`src/rtl/des_round_pipe.sv`:
```
// DES round-combine stage: P-permute the S-box output, XOR with L, Feistel swap (round 16
// unswapped), STAGES-deep valid/ready pipeline. Define DES_ROUND_PROTO_ERR_EN for proto_err.
`timescale 1ns/1ps
module des_round_pipe #(
  parameter int unsigned STAGES = 1
) (
  input  logic        clk,
  input  logic        rst,
  input  logic        perm_en,
  input  logic        start,
  input  logic [31:0] data_in,
  input  logic [31:0] data_left,
  input  logic [31:0] data_right,
  input  logic        out_ready,
  output logic        in_ready,
  output logic [63:0] data_out,
  output logic        round_done,
  output logic [3:0]  round_num,
  output logic        block_done
`ifdef DES_ROUND_PROTO_ERR_EN
  ,
  output logic        proto_err
`endif
);

  typedef struct packed {
    logic        vld;
    logic [3:0]  tag;
    logic [63:0] dat;
  } stage_t;

  stage_t      pipe_q [STAGES];
  stage_t      pipe_d [STAGES];
  stage_t      head_d;
  logic [3:0]  rcnt_q, rcnt_d, tag_in;
  logic [31:0] p_out, f_val;
  logic        advance, accept;

  // DES P table, table entry n maps to data_in[32-n]
  assign p_out = {data_in[16], data_in[25], data_in[12], data_in[11],
                  data_in[3],  data_in[20], data_in[4],  data_in[15],
                  data_in[31], data_in[17], data_in[9],  data_in[6],
                  data_in[27], data_in[14], data_in[1],  data_in[22],
                  data_in[30], data_in[24], data_in[8],  data_in[18],
                  data_in[0],  data_in[5],  data_in[29], data_in[23],
                  data_in[13], data_in[19], data_in[2],  data_in[26],
                  data_in[10], data_in[21], data_in[28], data_in[7]};
  assign f_val = p_out ^ data_left;

  assign round_done = pipe_q[STAGES-1].vld;
  assign round_num  = pipe_q[STAGES-1].tag;
  assign data_out   = pipe_q[STAGES-1].dat;
  assign block_done = round_done && (round_num == 4'd15);

  // The whole chain moves together; only a held output stalls it.
  assign advance  = !(round_done && !out_ready);
  assign in_ready = advance;
  assign accept   = perm_en && advance;

  always_comb begin
    tag_in     = start ? 4'd0 : rcnt_q;
    rcnt_d     = rcnt_q;
    head_d     = pipe_q[0];
    head_d.vld = 1'b0;
    if (accept) begin
      rcnt_d     = tag_in + 4'd1;
      head_d.vld = 1'b1;
      head_d.tag = tag_in;
      head_d.dat = (tag_in == 4'd15) ? {f_val, data_right} : {data_right, f_val};
    end
  end

  for (genvar g = 0; g < STAGES; g++) begin : g_stage
    if (g == 0) begin : g_head
      assign pipe_d[g] = head_d;
    end else begin : g_shift
      assign pipe_d[g] = pipe_q[g-1];
    end
  end

  always_ff @(posedge clk or posedge rst) begin
    if (rst) begin
      pipe_q <= '{default: '0};
      rcnt_q <= 4'd0;
    end else if (advance) begin
      pipe_q <= pipe_d;
      rcnt_q <= rcnt_d;
    end
  end

`ifdef DES_ROUND_PROTO_ERR_EN
  logic proto_err_q;

  // Non-start round with no block open (after reset or after round 16).
  always_ff @(posedge clk or posedge rst) begin
    if (rst) begin
      proto_err_q <= 1'b0;
    end else if (accept && !start && (rcnt_q == 4'd0)) begin
      proto_err_q <= 1'b1;
    end
  end

  assign proto_err = proto_err_q;
`endif

endmodule

```
`config.mk`:
```
export PLATFORM = sky130hd
export DESIGN_NAME = des_round_pipe
export DESIGN_NICKNAME = d
export VERILOG_FILES = /design/src/rtl/des_round_pipe.sv
export SDC_FILE = /design/constraint.sdc
export NUM_CORES = 1
export LEC_CHECK = 0
export ABC_AREA = 0
export CAP_MARGIN = 20
export CORE_MARGIN = 2
export CORE_UTILIZATION = 46
export CTS_CLUSTER_DIAMETER = 30
export DETAILED_ROUTE_END_ITERATION = 8
export PLACE_DENSITY = 0.86
export SLEW_MARGIN = 20
export SYNTH_ARGS = -nofsm -noshare
export SYNTH_HDL_FRONTEND = slang
export SYNTH_SLANG_ARGS = --single-unit
```
`constraint.sdc`:
```
create_clock -name clk -period 7.2 [get_ports clk]
set_clock_uncertainty 0.2 [all_clocks]
set_input_delay 1.08 -clock clk [delete_from_list [all_inputs] [get_ports clk]]
set_output_delay 1.08 -clock clk [all_outputs]
set_load 0.02 [all_outputs]
```
Word-level counts from Yosys, hierarchy flattened --
Index checks and enable logic that the tools add are counted.
Word-level totals: input bits 101, register bits 73
Operators by class: multiplexer cells 3, eq/ne operators 2, bitwise operators 2, reductions and logical operators 6, $add $sub $neg 1
Operator list (number):
- $mux W69 | 1
- $mux W64 | 1
- $xor A32 B32 Y32 | 1
- $eq A4 B4 Y1 const B | 2
- $add A4 B1 Y4 const B | 1
- $mux W4 | 1
- $logic_and A1 B1 Y1 | 3
- $logic_not A1 Y1 | 2
- $reduce_and A2 Y1 | 1
- $not A1 Y1 | 1

Depth between registers and ports, before layout --
Gate-level depths: netlist (run 1).
depth in word-level cells 5, gate-level depth with buffers 7

Least setup slack after synthesis (run 1) --
No wires, ideal clock.
path kind in2reg, start point input start, end point register pipe_q, in the netlist data_out[25], library setup time 0.125 ns, arrival time 2.390 ns, stages on the path 7, data required time 6.875 ns, setup slack 4.485 ns, cells stage by stage nor2b_1 > ha_1 > nand4b_1 > buf_6 > buf_6 > mux2_1 > mux2_2
Between the ends: cells in the longest elaborated chain, start to end 3
Ends and longest elaborated chain:
- from (decl) | line 10 | input logic start,
- $mux W4 | line 61 | tag_in = start ? 4'd0 : rcnt_q;
- $eq A4 B4 Y1 | line 69 | head_d.dat = (tag_in == 4'd15) ? {f_val, data_right} : {data_right, f_val};
- $mux W64 | line 69
- to (signal assigned) | line 86 | pipe_q <= pipe_d;
- to (decl) | line 32 | stage_t pipe_q [STAGES];
Every way passes these cells. A chain may end at the register's enable or synchronous reset.

Final worst setup path (run 1) --
start point input out_ready, end point output in_ready
Between the ends: cells in the longest elaborated chain, start to end 3
Ends and longest elaborated chain:
- from (decl) | line 14 | input logic out_ready,
- $logic_not A1 Y1 | line 56 | assign advance = !(round_done && !out_ready);
- $logic_and A1 B1 Y1 | line 56
- $logic_not A1 Y1 | line 56
- to (decl) | line 15 | output logic in_ready,
Every way passes these cells.

==> results of run 1 <==
[layout make-up]
cell class                      count  area (µm²)
Fill cell                         602        2620
Multi-Input combinational cell    186        2090
Sequential cell                    73        1830
Timing Repair Buffer              175        1740
Clock buffer                       14         173
Tap cell                          108         135
Clock inverter                      2        35.0
Inverter                            4        15.0
[through the flow]
step	instances	cell area, µm²
final	562	6020
after global routing	562	6020
after CTS	562	6020
after detailed placement	546	5810
after global placement	546	5810
after floorplan	278	4050
[Yosys cell counts]
library cell,count
o21a_1,1
and2_1,1
dfrtp_1,73
mux2i_1,2
and3_1,1
o221ai_1,1
buf_2,8
xor2_1,32
and2b_1,1
nand2b_1,3
nand2_1,1
mux2_4,48
nand3_1,1
nor2b_1,2
nand4_1,2
mux2_1,12
a21oi_1,1
a31oi_1,1
nand4b_1,1
mux2_2,71
inv_1,4
buf_6,7
ha_1,1
nor2_1,2
o21ai_0,1
[sequential cells by signal (all words and copies together), names as in the netlist]
register	cells
data_out	64
rcnt_q	4
round_done	1
round_num	4
[worst paths after layout]
kind	to	slack, ps	cells after the start
max	in_ready	3550	3
min	data_out[40]	310	1
max reg2reg	data_out[25]	4760	6
min reg2reg	data_out[40]	310	1
max in group asynchronous	data_out[7]	5040	3
min in group asynchronous	data_out[18]	1170	3
[power by group through the flow]
stage / Clock, µW / Combinational, µW / Sequential [µW]
finish: 335 / 458 / 526
global route: 361 / 486 / 537
CTS: 344 / 465 / 527
detailed placement: 0 / 463 / 534
global placement: 0 / 453 / 531
floorplan: 0 / 148 / 614
[metal layers]
layer	vias up	share of wire [%]
met2	96	51
met5	-	0
met4	0	1.3
met1	1362	41
li1	1327	-
met3	12	6.7
[worst max-delay path, cell delays in order]
cell and delay (ps):
clkdlybuf4s50_1 440, nand2b_1 210, clkdlybuf4s50_1 640
[kinds of logic (layout without fill, tap and decap cells)]
| kind of cell | count (synthesis) | count (layout) | synth area share (%) |
|---|---|---|---|
| xor+xnor | 32 | 32 | 6.92 |
| compound gates | 5 | 5 | 0.803 |
| mux | 133 | 133 | 41.4 |
| flops | 73 | 73 | 45.1 |
| simple gates | 15 | 15 | 2.19 |
| buf+inv | 19 | 195 | 3.31 |
| fa+ha+maj | 1 | 1 | 0.309 |
==> flow_summary_export.csv, run 1 <==
group,metric,value,unit
setup_path,worstPathArrival,2370,ps
floorplanning,fp.coreArea,8640,µm²
sta,final_max_slew_viol_count,0,
floorplanning,die_x,97.8,µm
power,cellLeakagePower,0.00265,µW
logic_synthesis,synth_top_area_share,45.1,%
power,swShare,28.9,%
run,maxCapViolations,0,
floorplanning,pin_count,172,
logic_synthesis,yosysUniqueCellTypes,25,
min_path,min-delay-start,"data_out[40]",
setup_path,worstPathRequired,5920,ps
power,p_sw,381,µW
power,irDropWorstVdd,119,µV
global_routing,use_met3,5.15,%
cells_and_area,final_cell_mix,"171 x clkdlybuf4s50_1, 73 x dfrtp_1, 71 x mux2_2, 48 x mux2_4, 32 x xor2_1",
clocking,clk_latency,330,ps
sta,hold_viol,0,
global_routing,grt_use_total,18.3,%
global_routing,grt_pass1_wl,14300,µm
floorplanning,die_area,9570,µm²
power,seqPwrFrac,39.9,%
power,finalPower,1320,µW
routing,drt-pass1-iter-count,4,
logic_synthesis,synth_area_per_cell,14.6,µm²
floorplanning,rows,34,
routing,wirelength,8620,µm
logic_synthesis,synth_area_leaders,"dfrtp_1 45%, mux2_2 20%, mux2_4 18%, xor2_1 6.9%, mux2_1 3.3%",
sta,worst_pin_slew,933,ps
power,power.internal,938,µW
placed_design,gp_congestion,0.834,
clocking,clk_pin_slew_worst_paths,70,ps
sta,timing.hold.ws,306,ps
logic_synthesis,yosysWarnings,0,
logic_synthesis,syn_inst,278,
setup_path,endpoint_kind,"output port",
global_routing,grt_max_degree,74,
sta,relSlewSlack,37.8,%
routing,ant_nets,0,
cells_and_area,diodes,0,
power,combPwrFrac,34.8,%
clocking,cts_setup_buffers,0,
clocking,cts_max_level,3,
sta,final.setup.tns,0,ps
placed_design,dpl.hpwl,6380,µm
setup_path,cp-start-kind,"input port",
logic_synthesis,yosysSeqAreaShare,45.1,%
sta,fmax,0.274,GHz
logic_synthesis,syn_nets,380,
power,power.share.clock,25.4,%
global_routing,grt_pass1_vias,2993,
routing,drt-vias-per-instance,4.98,
cells_and_area,final_core_util,69.7,%
clocking,cts_resized,0,
sta,period_minus_slack,3650,ps
global_routing,busiest_layer,"met2",
global_routing,antenna_found_initial,0,
global_routing,met1_usage,21.8,%
clocking,cts_root_buffer,"clkbuf_8",
clocking,cts_tree,"done",
clocking,cts.sinks,73,
logic_synthesis,syn_area,4050,µm²
cells_and_area,layout_commonest_cell,"clkdlybuf4s50_1",
setup_path,critPathLaunch,"out_ready",
routing,wire_per_inst,15.3,µm
global_routing,use_met2,32.2,%
routing,via_count,2797,
cells_and_area,drive_above_1_share,30.6,%
sta,final.period_utilization,50.7,%
sta,setup_viol_count_final,0,
logic_synthesis,yosys.area.top_type,"dfrtp_1",
placed_design,io_buffer_count,171,
min_path,min_path_type,"flop to flop",
logic_synthesis,ys_ff_latch,73,
routing,drc,0,
sta,rsz0062_at_grt,"no",
floorplanning,die_y,97.8,µm
clocking,numCtsBuffers,9,
routing,drtIter0Drc,37,
floorplanning,start_util,46.9,%
sta,timing.final.ws_setup,3550,ps
clocking,clk_path_buf_depth,2,
global_routing,grt_remaining_overflow,0,
status,outcome,"finished clean",
cells_and_area,layout.nets,551,
setup_path,crit_fanout,6,
setup_path,critPathKind,"input port to output port",
power,power_density,219,nW/µm²
clocking,hold_buffers,0,
setup_path,r2r-start,"rcnt_q[0]",
cells_and_area,syn_to_final_growth,48.6,%
placed_design,place_ws,3520,ps
No activity file was read; power rests on OpenSTA's default activity.
==> inputs of run 2 (changes only) <==
--- a/config.mk
+++ b/config.mk
@@ -8,10 +8,10 @@
 export ABC_AREA = 0
 export CAP_MARGIN = 20
 export CORE_MARGIN = 2
-export CORE_UTILIZATION = 46
+export CORE_UTILIZATION = 43
 export CTS_CLUSTER_DIAMETER = 30
 export DETAILED_ROUTE_END_ITERATION = 8
-export PLACE_DENSITY = 0.86
+export PLACE_DENSITY = 0.81
 export SLEW_MARGIN = 20
 export SYNTH_ARGS = -nofsm -noshare
 export SYNTH_HDL_FRONTEND = slang
==> constraint.sdc (replaced) <==
create_clock -name clk -period 3.7 [get_ports clk]
set_clock_uncertainty 0.2 [all_clocks]
set_input_delay 0.555 -clock clk [delete_from_list [all_inputs] [get_ports clk]]
set_output_delay 0.555 -clock clk [all_outputs]
set_load 0.02 [all_outputs]
==> run 2 against run 1 <==
  * Cell area up 1.9%
  * Global-route usage down 1.0 points
  * Clock power grew 140%
  * Wire length up 2.0%
  * Critical endpoint is now data_out[7]
==> flow_summary_export.csv, run 2 (synthesized netlist as in run 1, its figures left out) <==
group,metric,value,unit
status,outcome,"finished clean",
routing,wl_met3,638,µm
sta,period_minus_slack,2730,ps
power,irDropWorstVdd,251,µV
power,cellLeakagePower,0.00270,µW
cells_and_area,layout_commonest_cell,"clkdlybuf4s50_1",
global_routing,grt_max_degree,39,
routing,highest_layer,"met4",
clocking,cts_root_buffer,"clkbuf_8",
power,power_density,444,nW/µm²
cells_and_area,final_cell_mix,"171 x clkdlybuf4s50_1, 73 x dfrtp_1, 71 x mux2_2, 48 x mux2_4, 32 x xor2_1",
sta,relSlewSlack,47.2,%
routing,wirelength,8790,µm
placed_design,io_buffer_count,171,
setup_path,slowest_delay,590,ps
setup_path,endpoint_kind,"flop",
setup_path,crit_fanout,26,
routing,dr_wl_met2,4550,µm
sta,worst_pin_slew,791,ps
floorplanning,die_area,10200,µm²
setup_path,crit_cells,7,
power,power.share.clock,29.4,%
cells_and_area,largest_reg_flops,64,
routing,via_count,2818,
sta,fmax,0.366,GHz
routing,ant_nets,0,
cells_and_area,diodes,0,
routing,drc,0,
clocking,cts_setup_buffers,0,
placed_design,placed_cells,551,
routing,wire_per_inst,15.5,µm
clocking,clk_pin_slew_worst_paths,70,ps
setup_path,r2r-start,"rcnt_q[0]",
power,finalPower,2720,µW
setup_path,cpMostUsedCell,"mux2_2",
setup_path,worstPathRequired,3720,ps
sta,setup_viol_count_final,0,
global_routing,grt_use_total,17.3,%
floorplanning,die_y,101,µm
power,power.internal,1970,µW
setup_path,reg2reg_depth,6,
floorplanning,die_x,101,µm
setup_path,cp-start-kind,"input port",
sta,timing.hold.ws,307,ps
clocking,cts_resized,0,
setup_path,critPathKind,"input port to flop",
cells_and_area,syn_to_final_growth,51.3,%
global_routing,grt_remaining_overflow,0,
global_routing,antenna_found_initial,0,
routing,drt-vias-per-instance,4.97,
sta,hold_viol,0,
placed_design,dpl.hpwl,6710,µm
cells_and_area,drive_above_1_share,31.4,%
clocking,cts_max_level,3,
setup_path,path_buf_inv,2,
routing,wl_met1,3480,µm
sta,timing.final.ws_setup,967,ps
global_routing,grt_pass1_vias,3029,
sta,final_max_slew_viol_count,0,
setup_path,cp_top_family,"buffers and inverters",
global_routing,grt_pass1_wl,14000,µm
sta,final.setup.tns,0,ps
power,p_sw,754,µW
setup_path,critPathLaunch,"start",
floorplanning,pin_count,172,
cells_and_area,fin_cells,567,
power,seqPwrFrac,37.6,%
floorplanning,fp.coreArea,9200,µm²
setup_path,r2r_setup_slack,1340,ps
setup_path,cp_slowest_cell,"clkdlybuf4s50_1",
clocking,hold_buffers,0,
routing,drt-pass1-iter-count,4,
floorplanning,rows,35,
run,maxCapViolations,0,
placed_design,gp_congestion,0.737,
power,swShare,27.7,%
setup_path,rr_endpoint,"data_out[7]",
routing,drtIter0Drc,57,
min_path,min_path_type,"flop to flop",
clocking,clk_path_buf_depth,2,
cells_and_area,n_fill_cell,690,
setup_path,worstPathArrival,2750,ps
floorplanning,start_util,44.0,%
setup_path,path_cells,"clkdlybuf4s50_1 -> nor2b_1 -> ha_1 -> nand4b_1 -> buf_4 -> mux2_2 -> mux2_2",
clocking,numCtsBuffers,9,
cells_and_area,layout.nets,553,
sta,rsz0062_at_grt,"no",
setup_path,endpoint,"data_out[7]",
clocking,cts_tree,"done",
sta,final.period_utilization,73.9,%
clocking,clk_latency,330,ps
placed_design,place_ws,622,ps
clocking,cts.sinks,73,
power,combPwrFrac,33.0,%
==> run 2: changes by cell type in the layout (fill, tap and decap cells not counted) <==
cell        delta
buf_12         +3
clkinv_2       -1
buf_4          -1
clkbuf_1       -2
clkinvlp_4     +1
bufinv_16      +2
==> run 2: metal layers <==
layer  up-vias  global-route usage [%]
li1       1336                       -
met1      1371                    19.9
met2        97                    30.6
met3        14                    5.13
met4         0                    6.03
met5         -                       0
==> run 2: cell type report <==
| cell class | instances | area (µm²) | share of cell area (%) |
|---|---|---|---|
| Inverter | 4 | 15.0 | 0.245 |
| Clock buffer | 12 | 165 | 2.69 |
| Tap cell | 111 | 139 | 2.27 |
| Sequential cell | 73 | 1830 | 29.8 |
| Timing Repair Buffer | 177 | 1790 | 29.3 |
| Clock inverter | 4 | 97.6 | 1.59 |
| Multi-Input combinational cell | 186 | 2090 | 34.1 |
==> run 2: worst min-delay path by stage <==
stage / start / end / slack [ps] / cells past startpoint
3_3_place_gp: data_out[20] / data_out[20] / 290 / 1
5_1_grt: data_out[55] / data_out[55] / 320 / 1
2_1_floorplan: rcnt_q[0] / rcnt_q[0] / 270 / 1
6_report: data_out[60] / data_out[60] / 310 / 1
3_5_place_dp: data_out[15] / data_out[15] / 290 / 1
4_1_cts: data_out[55] / data_out[55] / 310 / 1
==> run 2: stage by stage <==
step | util, % | area, µm²
2_1_floorplan | - | 4050
3_3_place_gp | 63.8 | 5870
3_5_place_dp | 63.8 | 5870
4_1_cts | 66.6 | 6130
5_1_grt | 66.6 | 6130
6_report | 66.6 | 6130
==> run 2: power by group through the flow <==
stage,Clock [µW],Sequential (µW),Combinational [µW]
after CTS,818,1030,909
after floorplan,0,1190,288
final,799,1020,897
after global routing,857,1040,955
after detailed placement,0,1040,905
after global placement,0,1030,890
==> inputs of run 3 (changes only) <==
--- a/config.mk
+++ b/config.mk
@@ -8,10 +8,10 @@
 export ABC_AREA = 0
 export CAP_MARGIN = 20
 export CORE_MARGIN = 2
-export CORE_UTILIZATION = 43
+export CORE_UTILIZATION = 39
 export CTS_CLUSTER_DIAMETER = 30
 export DETAILED_ROUTE_END_ITERATION = 8
-export PLACE_DENSITY = 0.81
+export PLACE_DENSITY = 0.77
 export SLEW_MARGIN = 20
 export SYNTH_ARGS = -nofsm -noshare
 export SYNTH_HDL_FRONTEND = slang
==> constraint.sdc (replaced) <==
create_clock -name clk -period 2.31 [get_ports clk]
set_clock_uncertainty 0.2 [all_clocks]
set_input_delay 0.3465 -clock clk [delete_from_list [all_inputs] [get_ports clk]]
set_output_delay 0.3465 -clock clk [all_outputs]
set_load 0.02 [all_outputs]
==> run 3 against run 2 <==
  * Largest power group unchanged
  * Via count up 1.1%
  * Utilization down 4.5 points
  * Non-clock buffer count up 9
  * Clock power up 81%
  * Sequential power up 61%
  * Total power up 67%
  * Cell count up 6.0%
  * Wire length up 1.4%
==> flow_summary_export.csv, run 3 (synthesized netlist as in run 1, its figures left out) <==
group,metric,value,unit
sta,final.period_utilization,95.3,%
cells_and_area,syn_to_final_growth,56.3,%
sta,period_minus_slack,2200,ps
routing,dr_wl_met2,4500,µm
placed_design,dpl.hpwl,6790,µm
sta,final.setup.tns,0,ps
routing,drt-pass1-iter-count,4,
setup_path,r2r-start,"rcnt_q[0]",
routing,wire_per_inst,14.8,µm
placed_design,gp_congestion,0.742,
routing,drt-vias-per-instance,4.74,
floorplanning,fp.coreArea,10200,µm²
power,power_density,717,nW/µm²
cells_and_area,largest_reg_flops,64,
cells_and_area,diodes,0,
status,outcome,"finished clean",
floorplanning,die_y,106,µm
global_routing,grt_remaining_overflow,0,
clocking,clk_pin_slew_worst_paths,80,ps
floorplanning,pin_count,172,
setup_path,crit_fanout,11,
clocking,hold_buffers,0,
cells_and_area,layout.nets,562,
sta,hold_viol,0,
setup_path,reg2reg_depth,7,
routing,ant_nets,0,
setup_path,endpoint_kind,"flop",
sta,fmax,0.454,GHz
floorplanning,rows,37,
routing,drtIter0Drc,53,
min_path,min_path_type,"input port to async pin",
setup_path,cp-start-kind,"input port",
setup_path,worstPathRequired,2330,ps
sta,worst_pin_slew,410,ps
cells_and_area,layout_commonest_cell,"clkdlybuf4s50_1",
power,cellLeakagePower,0.00278,µW
sta,timing.hold.ws,155,ps
routing,wl_met3,553,µm
placed_design,io_buffer_count,171,
routing,wl_met1,3740,µm
clocking,cts_root_buffer,"clkbuf_8",
floorplanning,die_area,11200,µm²
placed_design,postPlaceCellArea,6030,µm²
clocking,clk_path_buf_depth,2,
clocking,numCtsBuffers,9,
floorplanning,start_util,39.8,%
global_routing,grt_use_total,16.7,%
sta,final_max_slew_viol_count,0,
sta,relSlewSlack,72.6,%
power,irDropWorstVdd,375,µV
routing,highest_layer,"met4",
routing,wirelength,8910,µm
global_routing,grt_max_degree,44,
global_routing,antenna_found_initial,0,
sta,rsz0062_at_grt,"no",
clocking,cts_setup_buffers,0,
cells_and_area,drive_above_1_share,33.1,%
sta,setup_viol_count_final,0,
setup_path,r2r_setup_slack,180,ps
cells_and_area,fin_area,6330,µm²
global_routing,grt_pass1_wl,15000,µm
clocking,cts_tree,"done",
floorplanning,die_x,106,µm
cells_and_area,multi_input_area,2100,µm²
global_routing,grt_pass1_vias,3135,
setup_path,worstPathArrival,2220,ps
cells_and_area,register_area,1830,µm²
cells_and_area,final_cell_mix,"171 x clkdlybuf4s50_1, 73 x dfrtp_1, 71 x mux2_2, 48 x mux2_4, 32 x xor2_1",
clocking,cts_resized,0,
run,maxCapViolations,0,
cells_and_area,n_fill_cell,807,
clocking,cts_max_level,3,
setup_path,rr_endpoint,"data_out[6]",
setup_path,critPathKind,"input port to flop",
routing,via_count,2849,
clocking,cts.sinks,73,
routing,drc,0,
clocking,clk_latency,340,ps
-- run 3: cell count changes in the layout (fill, tap and decap cells not counted) --
cell / change
bufinv_16: +2
buf_4: +4
ha_2: +1
inv_2: -1
clkbuf_8: -2
clkbuf_1: +1
buf_12: +5
nor2b_2: +2
ha_1: -1
nor2b_1: -2
-- run 3: critical path, cell delays in order --
cell             delay [ps]
clkdlybuf4s50_1         460
nor2b_2                 160
ha_2                    220
nand4b_1                120
buf_4                   200
buf_12                  160
mux2_4                  290
mux2_2                  260
-- run 3: per-stage QoR --
step / total power [µW] / worst slack (ps) / utilization, % / std cells
after floorplan: 2370 / 271 / - / 278
after global placement: 3090 / -237 / 59.2 / 585
after detailed placement: 3130 / -267 / 59.2 / 585
after CTS: 4600 / 106 / 62.1 / 601
after global routing: 4750 / 0.915 / 62.1 / 601
final: 4540 / 108 / 62.1 / 601
-- run 3: metal layers --
| layer | vias to the layer above | global-route usage (%) |
|---|---|---|
| li1 | 1344 | - |
| met1 | 1399 | 20.5 |
| met2 | 93 | 29.0 |
| met3 | 13 | 3.68 |
| met4 | 0 | 5.64 |
| met5 | - | 0 |
-- run 3: worst max path at each step --
stage	start	endpoint
global placement	start	data_out[34]
CTS	start	data_out[40]
detailed placement	start	data_out[40]
floorplan	rcnt_q[0]	data_out[25]
global route	start	data_out[25]
finish	start	data_out[40]
-- run 3: power breakdown --
group	switching (µW)	internal [µW]	total [µW]
sequential	130	1510	1640
clock	481	967	1450
combinational	604	846	1450
total	1220	3320	4540
-- run 3: final cells by class --
type                       count  share of cell area [%]
inverter                       4                   0.297
sequential                    73                    28.9
multi-input combinational    186                    33.1
tap                          136                    2.69
clock inverter                 5                    2.37
timing repair buffer         186                    30.4
clock buffer                  11                    2.23
